<file path="config.mk">
export PLATFORM = sky130hd
export DESIGN_NAME = count_uart_reporter
export DESIGN_NICKNAME = d
export VERILOG_FILES = /design/src/rtl/count_uart_reporter.sv
export SDC_FILE = /design/constraint.sdc
export NUM_CORES = 1
export LEC_CHECK = 0
export CAP_MARGIN = 40
export CORE_MARGIN = 3
export CORE_UTILIZATION = 45
export DETAILED_ROUTE_END_ITERATION = 10
export PLACE_DENSITY_LB_ADDON = 0.1
export SKIP_LAST_GASP = 1
export SLEW_MARGIN = 20
export SYNTH_ARGS = -nofsm -noshare
export SYNTH_HDL_FRONTEND = slang
export SYNTH_SLANG_ARGS = --single-unit
</file>
<file path="constraint.sdc">
create_clock -name clk -period 2.6 [get_ports clk]
set_input_delay 0.52 -clock clk [delete_from_list [all_inputs] [get_ports clk]]
set_output_delay 0.52 -clock clk [all_outputs]
set_load 0.05 [all_outputs]
</file>
<file path="src/rtl/count_uart_reporter.sv">
// count_uart_reporter: reports every new 4-bit counter value over a UART TX line
// as one uppercase ASCII hex digit, optionally followed by CR LF (8N1 frames).
module count_uart_reporter #(
   parameter int unsigned BAUD_DIV = 87
) (
   input  logic       clk,
   input  logic       rst_n,
   input  logic [3:0] count_in,
   input  logic       force_send,
   input  logic       crlf_en,
   input  logic       clr_ovr,
   output logic       tx,
   output logic       busy,
   output logic       overrun
);

   localparam int unsigned DIV_W = 12;
   localparam logic [DIV_W-1:0] DIV_LAST = DIV_W'(BAUD_DIV - 1);

   typedef enum logic [2:0] {
      S_IDLE,
      S_START,
      S_DATA,
      S_STOP,
      S_DONE
   } state_t;

   state_t           state_q, state_d;
   logic             tx_q, tx_d;
   logic             busy_q, busy_d;
   logic             ovr_q, ovr_d;
   logic [3:0]       last_q, last_d;
   logic             pend_q, pend_d;
   logic [3:0]       prev_q;
   logic             crlf_q, crlf_d;
   logic [DIV_W-1:0] div_q, div_d;
   logic [2:0]       bit_q, bit_d;
   logic [1:0]       chr_q, chr_d;

   logic [7:0]       cur_byte;
   logic             div_end;
   logic             changed;
   logic             last_char;

   // Hex nibble to uppercase ASCII
   function automatic logic [7:0] hex_ascii(input logic [3:0] v);
      return (v < 4'd10) ? (8'h30 + 8'(v)) : (8'h37 + 8'(v));
   endfunction

   // Character currently being framed: digit, then CR, then LF
   always_comb begin
      case (chr_q)
         2'd0:    cur_byte = hex_ascii(last_q);
         2'd1:    cur_byte = 8'h0D;
         default: cur_byte = 8'h0A;
      endcase
   end

   assign div_end   = (div_q == DIV_LAST);
   assign changed   = (count_in != prev_q);
   assign last_char = !crlf_q || (chr_q == 2'd2);

   // Next-state, framing and pending/overrun bookkeeping
   always_comb begin
      state_d = state_q;
      tx_d    = tx_q;
      busy_d  = busy_q;
      ovr_d   = ovr_q;
      last_d  = last_q;
      pend_d  = pend_q;
      crlf_d  = crlf_q;
      div_d   = div_q;
      bit_d   = bit_q;
      chr_d   = chr_q;

      if (clr_ovr) begin
         ovr_d = 1'b0;
      end

      case (state_q)
         S_IDLE: begin
            if (pend_q || (count_in != last_q) || force_send) begin
               last_d  = count_in;
               crlf_d  = crlf_en;
               pend_d  = 1'b0;
               chr_d   = 2'd0;
               div_d   = '0;
               bit_d   = '0;
               tx_d    = 1'b0;
               busy_d  = 1'b1;
               state_d = S_START;
            end
         end
         S_START: begin
            if (div_end) begin
               div_d   = '0;
               bit_d   = '0;
               tx_d    = cur_byte[0];
               state_d = S_DATA;
            end else begin
               div_d = div_q + DIV_W'(1);
            end
         end
         S_DATA: begin
            if (div_end) begin
               div_d = '0;
               if (bit_q == 3'd7) begin
                  tx_d    = 1'b1;
                  state_d = S_STOP;
               end else begin
                  bit_d = bit_q + 3'd1;
                  tx_d  = cur_byte[bit_q + 3'd1];
               end
            end else begin
               div_d = div_q + DIV_W'(1);
            end
         end
         S_STOP: begin
            if (div_end) begin
               div_d = '0;
               if (last_char) begin
                  state_d = S_DONE;
               end else begin
                  chr_d   = chr_q + 2'd1;
                  tx_d    = 1'b0;
                  state_d = S_START;
               end
            end else begin
               div_d = div_q + DIV_W'(1);
            end
         end
         S_DONE: begin
            busy_d  = 1'b0;
            state_d = S_IDLE;
         end
         default: begin
            tx_d    = 1'b1;
            busy_d  = 1'b0;
            state_d = S_IDLE;
         end
      endcase

      // A value seen while a message is in flight is remembered; a second one is lost
      if (state_q != S_IDLE) begin
         if (changed || force_send) begin
            pend_d = 1'b1;
         end
         if (changed && pend_q) begin
            ovr_d = 1'b1;
         end
      end
   end

   // State and output registers
   always_ff @(posedge clk or negedge rst_n) begin
      if (!rst_n) begin
         state_q <= S_IDLE;
         tx_q    <= 1'b1;
         busy_q  <= 1'b0;
         ovr_q   <= 1'b0;
         last_q  <= '0;
         pend_q  <= 1'b0;
         prev_q  <= '0;
         crlf_q  <= 1'b0;
         div_q   <= '0;
         bit_q   <= '0;
         chr_q   <= '0;
      end else begin
         state_q <= state_d;
         tx_q    <= tx_d;
         busy_q  <= busy_d;
         ovr_q   <= ovr_d;
         last_q  <= last_d;
         pend_q  <= pend_d;
         prev_q  <= count_in;
         crlf_q  <= crlf_d;
         div_q   <= div_d;
         bit_q   <= bit_d;
         chr_q   <= chr_d;
      end
   end

   assign tx      = tx_q;
   assign busy    = busy_q;
   assign overrun = ovr_q;

endmodule

</file>
## Word-level counts from Yosys, hierarchy flattened

Cells that the tools add are included.

| word-level totals | value |
|---|---|
| register bits after elaboration | 33 |
| word-level logic and storage cells | 96 |

| operators by class | value |
|---|---|
| add/subtract/negate cells | 5 |
| $lt $le $gt $ge | 2 |
| equal/unequal tests | 17 |
| multiplexer cells | 39 |
| bitwise operators | 2 |
| reductions and logical operators | 20 |

Operator list:

| cell | number |
|---|---|
| 2-to-1 mux 3 bit | 10 |
| 2-to-1 mux 12 bit | 2 |
| case mux 12 bit (2 select lines) | 1 |
| 2-to-1 mux 1 bit | 15 |
| adder 6 x 4 -> 7 bit (first input constant) | 2 |
| inequality test 2 bit (second input constant) | 7 |
| case mux 7 bit (2 select lines) | 1 |
| adder 12 x 1 -> 12 bit (second input constant) | 1 |
| == test 12 x 7 -> 1 bit (second input constant) | 1 |
| case mux 3 bit (4 select lines) | 1 |
| AND reduction 5 bit | 2 |
| case mux 3 bit (3 select lines) | 1 |
| inequality test 4 bit | 2 |
| 2-to-1 mux 7 bit | 1 |
| == test 3 x 2 -> 1 bit (second input constant) | 2 |
| == test 3 bit (second input constant) | 2 |
| 2-to-1 mux 2 bit | 3 |
| AND reduction 2 bit | 3 |
| AND reduction 6 bit | 1 |
| nonzero test 3 bit | 2 |
| case mux 1 bit (5 select lines) | 1 |
| logical OR 1 bit | 4 |
| less-than comparator 3 x 4 -> 1 bit (second input constant) | 1 |
| less-than comparator 4 bit (second input constant) | 1 |
| 16 further kinds | 18 |

## Logic depth before layout (Yosys ltp)

Gate-level depths: netlist (run 1).

| logic depth | value |
|---|---|
| word-level depth | 8 |
| depth in mapped cells | 8 |
| depth with buffers taken out | 7 |

## Worst setup path after synthesis (run 1)

No wires, ideal clock.

| path | value |
|---|---|
| path kind | reg-to-reg |
| start point | register div_q[8] |
| end point | register bit_q[0] |
| arrival | 1.927 ns |
| slack | 0.546 ns |
| cell stages (with the launch flop) | 6 |
| path buffers | 0 |
| cells stage by stage | dfrtp_1 or4b_4 nor3_4 o21ai_2 a21oi_2 mux2_1 |

| on the way | value |
|---|---|
| cells in the longest elaborated chain, start to end | 3 |
| elaborated cells on any way between the ends | 4 |
| those cells by class | eq/ne (3); reduce/logical (1) |

Ends and longest elaborated chain:

| what | RTL line | RTL |
|---|---|---|
| start: declaration | 36 | `logic [DIV_W-1:0] div_q, div_d;` |
| start signal: assignment | 177 | `div_q <= div_d;` |
| == test 12 x 7 -> 1 bit * | 59 | `assign div_end = (div_q == DIV_LAST);` |
| inequality test 2 bit (no line) | n/a |  |
| AND reduction 5 bit (no line) * | n/a |  |
| end signal: assignment | 178 | `bit_q <= bit_d;` |
| end: declaration | 37 | `logic [2:0] bit_q, bit_d;` |

Mark *: on every way between the ends. The rest lies on a longest branch, timed or not.
A chain may end at the register's enable or synchronous reset.

## Worst setup path in the final report (run 1)

Ends and elaborated chain as after synthesis.

==> metrics.txt, run 1 <==
Setup WS pre-CTS=between 0.2 and 0.25 ns; Seq pwr share=between 50% and 60%; die width=72.70 um; Hold Path Class=reg -> reg; Sink Count=33; final core occ=between 50% and 60%; Final Net Count=252; ys async rst share=100.0%; Longest Clk Path Bufs=2; leakage power=between 1 and 1.5 nW; status=finished clean; max-slew headroom at the worst pin=between 40% and 50%; sw power=0.1957 mW; CP max stage cell=or4b_4; pwr dens=around 400 nW/um^2; Initial Util=48.31%; gr ovfl total=0; CP required=2.76 ns; Worst-Skew Late Latency=0.28 ns; setup_tns=0 ns; die height=just over 70 um; worst path bufs/invs=0; clock root buffer master=clkbuf_8; Site Rows=23; crit path kind=reg -> reg; synthesized flop and latch total=33; Worst R2R Start=div_q[8]; TritonCTS clock tree=done; EDFF count, synth=0; crit path launch type=register; WP data arrival=between 2 and 2.5 ns; worst path cell trace=or4b_4 -> nor3_4 -> o21ai_2 -> a21oi_2 -> mux2_1; Crit Path Max Fanout=10; mapped cell area=between 2000 and 2500 um^2; P&R area growth vs syn=13.69%; global placer's final weighted congestion=around 0.83; CTS resizes=0; drc violations=0; Seq/Total Area, Yosys=41.31%; CTS Hold Buffers Added=0; antenna violations before repair=0; Pre-antenna DRT Iters=4; antenna viol nets, final=0; vias per inst=5.839; Synth Instances=about 220; final hold vios=0; Pins Over Slew Limit=0; Clock Skew=between 0.009 and 0.01 ns; Fmax achieved=roughly 440 MHz; Main synth FF type=dfrtp_1; fin crit period=about 2.3 ns; MaxCap Viol Count=0; via count=~1700; maximum vdd ir drop=329.8 uV; Cell variety after synth=51; H-tree Lvls=2; number of global-route vias before repair=1584; CTS clk-pin slew, worst paths=0.07 ns; RSZ-0062 raised after global routing=false; CP max stage delay=between 0.5 and 0.6 ns; Least-Margin Pin Slew=0.7571 ns; layout cells sized above 1=9.322%; antenna cells=0; CP top delay family=simple AND/OR/NAND/NOR gates; Net Sw Frac=between 20% and 30%; die area=5285 um^2; Final HPWL DP=about 3100 um; WL final=4302 um; global-route wire length before repair=around 7500 um; Inserted Clock Buffers=5; PnR worst setup slack=0.3127 ns; Ys Warns=0; synthesized area per cell=around 9.1 um^2; Worst Setup End Kind=register; Final setup viols=0; GRT Overall Usage=18.04%; CP Launch Point=div_q[8]; port bufs=11; largest net degree at the start of global routing=34; Clk pwr share=39.4%; Routed wire per std cell=between 15 and 20 um; cell-internal power=~0.72 mW; DRT iter0 DRCs=~120; post-route clock period utilization=87.97%; worst hold path startpoint=busy; Core Footprint=4144 um^2; Post-Syn Nets=around 240; combinational power share=under 10%; number of I/O pins=12; postcts setup bufs=0
==> synthesized netlist by cell type (all sizes together), types with 4 or more instances <==
master,count,area share (%)
nor2,14,2.6
clkbuf,6,1.1
nand2,22,4.1
xnor2,6,2.6
nor4,7,2.2
o21ai,19,4.9
ha,8,5.0
xor2,6,2.6
nand3,15,3.7
inv,16,3.0
a21o,5,1.9
a21oi,6,1.7
dfrtp,32,40
and3,4,1.2
==> registers in the layout, indices dropped and copies added, names as in the netlist, 2 cells and up <==
register,flops
prev_q,4
state_q,3
chr_q,2
div_q,12
bit_q,3
last_q,4
==> through the flow <==
stage | power [mW] | instances | hold slack (ns) | area [um^2]
global placement | 0.5668 | 278 | 0.4680 | 2191
finish | 0.9206 | 286 | 0.4854 | 2276
detailed placement | 0.5680 | 278 | 0.4788 | 2196
CTS | 0.9378 | 286 | 0.4916 | 2276
floorplan | 0.5384 | 219 | 0.2244 | 2002
global route | 0.9658 | 286 | 0.5281 | 2276
==> power by group through the flow <==
stage | Clock [mW] | Sequential [mW] | Combinational [mW]
finish | 0.363 | 0.519 | 0.0388
global route | 0.404 | 0.518 | 0.0431
CTS | 0.379 | 0.519 | 0.0400
detailed placement | 0 | 0.528 | 0.0397
global placement | 0 | 0.528 | 0.0387
floorplan | 0 | 0.530 | 0.00855
==> area by class of cell <==
type,count,area [um^2]
clock buffer,8,80.08
sequential,33,827.0
timing repair buffer,18,162.7
multi-input combinational,161,1084
fill,409,1868
tap,50,62.56
inverter,16,60.06
==> kinds of logic (layout without fill, tap and decap cells) <==
| group | Yosys count | in the layout | synth area share, % |
|---|---|---|---|
| AO/OA/AOI/OAI | 52 | 52 | 17.56 |
| multiplexers | 6 | 6 | 3.187 |
| buffers and inverters | 25 | 42 | 4.812 |
| flip-flops | 33 | 33 | 41.31 |
| AND/OR/NAND/NOR | 83 | 83 | 22.88 |
| adder cells (fa/ha/maj) | 8 | 8 | 5.000 |
| XOR/XNOR | 12 | 12 | 5.250 |
==> final timing paths <==
kind / to / slack [ns] / cells after the start
max in group asynchronous: tx / 1.60 / 2
setup reg to reg: bit_q[0] / 0.31 / 5
min in group asynchronous: last_q[3] / 0.66 / 2
hold / removal: busy / 0.49 / 1
hold reg to reg: busy / 0.49 / 1
setup / recovery: bit_q[0] / 0.31 / 5
==> per-layer routing <==
layer  GRT usage, %  vias up  wire (um)
met2          26.85       43       1979
met5              0        -          0
li1               -      824          -
met1          25.96      798       2065
met4          5.123        0         39
met3          4.545        5        217
==> cell usage in the layout, fill, tap and decap left out, types with 2 or more instances in the layout <==
cell type and count:
nor2b_1 2, mux2_2 2, clkbuf_1 3, ha_1 8, nand3_1 15, o21a_1 2
mux2i_1 3, o211a_1 2, a22o_1 3, a21o_1 5, a2111oi_0 2, and3_1 4
a21oi_1 5, dfrtp_1 32, xor2_1 6, buf_4 7, xnor2_1 6, nand2b_1 2
nand2_1 22, o2111ai_1 2, nor3_2 2, o21ai_0 18, or4b_4 2, nor4_1 7
clkdlybuf4s50_1 11, clkbuf_8 5, a21boi_0 2, inv_1 16, nor4b_1 3, nand4_1 2
and2_1 2, nor2_1 14
Power figures use the tool's default switching activity.
==> run 2: changes to the inputs <==
REMOVE_ABC_BUFFERS = 1   (was unset)
==> run 2 against run 1 <==
Flip-flop and latch count unchanged; register-to-register slack improved by 0.04 ns; clock power increased by 38%; global-route usage increased by 0.24 points; final cell count increased by 0.35%; sequential share of layout area decreased by 0.69 points; non-clock buffer count increased by 1; power increased by 15%; largest power group unchanged.
==> metrics.txt, run 2 (same netlist as run 1, synthesis figures left out) <==
status=finished clean (unchanged); most common cell after layout, fill and taps aside=dfrtp_1 (unchanged); number of global-route vias before repair=1662 (was 1584); Routed wire per std cell=15.16 um (was 15.04 um); P&R area growth vs syn=15.87% (was 13.69%); leakage power=1.031 nW (was 1.008 nW); maximum vdd ir drop=319.7 uV (was 329.8 uV); CP required=2.77 ns (was 2.76 ns); Core Footprint=4144 um^2 (unchanged); Tot Pwr=1.058 mW (was 0.9206 mW); global-route wire length before repair=7569 um (was 7493 um); CTS Hold Buffers Added=0 (unchanged); GRT Overall Usage=18.28% (was 18.04%); via count=1684 (was 1670); Inserted Clock Buffers=5 (unchanged); Longest Clk Path Bufs=2 (unchanged); antenna cells=0 (unchanged); postcts setup bufs=0 (unchanged); die width=72.70 um (unchanged); clock root buffer master=clkbuf_8 (unchanged); CTS clk-pin slew, worst paths=0.07 ns (about the same); final core occ=55.98% (was 54.92%); Final Net Count=253 (was 252); final hold vios=0 (unchanged); WP data arrival=2.42 ns (was 2.45 ns); RSZ-0062 raised after global routing=false (unchanged); Sink Count=33 (unchanged); TritonCTS clock tree=done (unchanged); largest net degree at the start of global routing=34 (unchanged); Worst-Skew Late Latency=0.28 ns (about the same); crit path launch type=register (unchanged); Final HPWL DP=3175 um (was 3140 um); Least-Margin Pin Slew=0.7538 ns (was 0.7571 ns); number of I/O pins=12 (unchanged); Top Registers=div_q: 12 flops, last_q: 4 flops, prev_q: 4 flops (unchanged); Initial Util=48.31% (unchanged); fin crit period=2.250 ns (was 2.287 ns); Pre-antenna DRT Iters=4 (unchanged); global placer's final weighted congestion=0.9211 (was 0.8340); crit path kind=reg -> reg (unchanged); Clock Skew=0.008044 ns (was 0.009615 ns); gr ovfl total=0 (unchanged); Worst Setup End Kind=register (unchanged); DP Cell Count=279 (was 278); H-tree Lvls=2 (unchanged); Fmax achieved=444.5 MHz (was 437.2 MHz); die height=72.70 um (unchanged); pwr dens=456.1 nW/um^2 (was 404.5 nW/um^2); max FFs per register=12 (unchanged); CTS resizes=0 (unchanged); layout filler cell count=368 (was 409); Biggest register=div_q (unchanged); drc violations=0 (unchanged); WL final=4351 um (was 4302 um); Pins Over Slew Limit=0 (unchanged); antenna violations before repair=0 (unchanged); antenna viol nets, final=0 (unchanged); Hold Path Class=reg -> reg (unchanged); Site Rows=23 (unchanged); post-route clock period utilization=86.52% (was 87.97%); die area=5285 um^2 (unchanged); most frequent cells in the layout=dfrtp_1, nand2_1, o21ai_0, inv_1, nand3_1 (unchanged); layout cells sized above 1=10.55% (was 9.322%); MaxCap Viol Count=0 (unchanged); max-slew headroom at the worst pin=49.47% (was 49.25%); vias per inst=5.868 (was 5.839); Crit Path Max Fanout=10 (unchanged); port bufs=11 (unchanged); final cell count without fillers=287 (was 286); Final setup viols=0 (unchanged); setup_tns=0 ns (unchanged); DRT iter0 DRCs=93 (was 122); Worst Hold Margin=0.4810 ns (was 0.4854 ns)
run 2: metrics by stage:
step                      setup slack (ns)  area [um^2]
after global routing                0.1130         2320
after detailed placement            0.2950         2203
after global placement              0.2808         2198
after floorplan                     0.4204         1966
final                               0.3504         2320
after CTS                           0.3502         2320
run 2: path summary, 6_finish.rpt:
check	slack, ns	to	from	depth (start not counted)
max	0.35	bit_q[0]	div_q[9]	5
min	0.48	busy	busy	1
max reg2reg	0.35	bit_q[0]	div_q[9]	5
min reg2reg	0.48	busy	busy	1
max in group asynchronous	1.63	tx	rst_n	2
min in group asynchronous	0.63	last_q[1]	rst_n	2
run 2: area by class of cell:
class,instances,area [um^2],share of cell area (%)
Tap cell,50,62.56,2.697
Multi-Input combinational cell,161,1084,46.71
Timing Repair Buffer,19,170.2,7.335
Inverter,16,60.06,2.589
Clock buffer,7,86.33,3.722
Sequential cell,33,827.0,35.65
Clock inverter,1,30.03,1.295
run 2: worst max-delay path, stage by stage (launching register included):
cell	delay (ns)
dfrtp_1	0.45
or4b_4	0.55
nor3_4	0.44
o21ai_2	0.11
a21oi_2	0.25
mux2_1	0.34
run 2: where the power goes:
part / leakage (nW) / total [mW] / internal [mW] / switching [mW]
clock network: 0.0585 / 0.501 / 0.312 / 0.189
registers: 0.371 / 0.518 / 0.517 / 0.00156
logic: 0.602 / 0.0385 / 0.0177 / 0.0208
run 2: metal layers:
| layer | part of all wire, % | track usage [%] | wire length, um |
|---|---|---|---|
| met3 | 3.9 | 6.474 | 169 |
| met4 | 1.0 | 6.148 | 45 |
| met5 | 0 | 0 | 0 |
| met2 | 49 | 29.76 | 2123 |
| met1 | 46 | 22.50 | 2012 |
==> run 3: changes to the inputs <==
GPL_ROUTABILITY_DRIVEN = 0   (was unset)
==> results of run 3 <==
Final layout, timing and power as in run 2 (identical DEF).
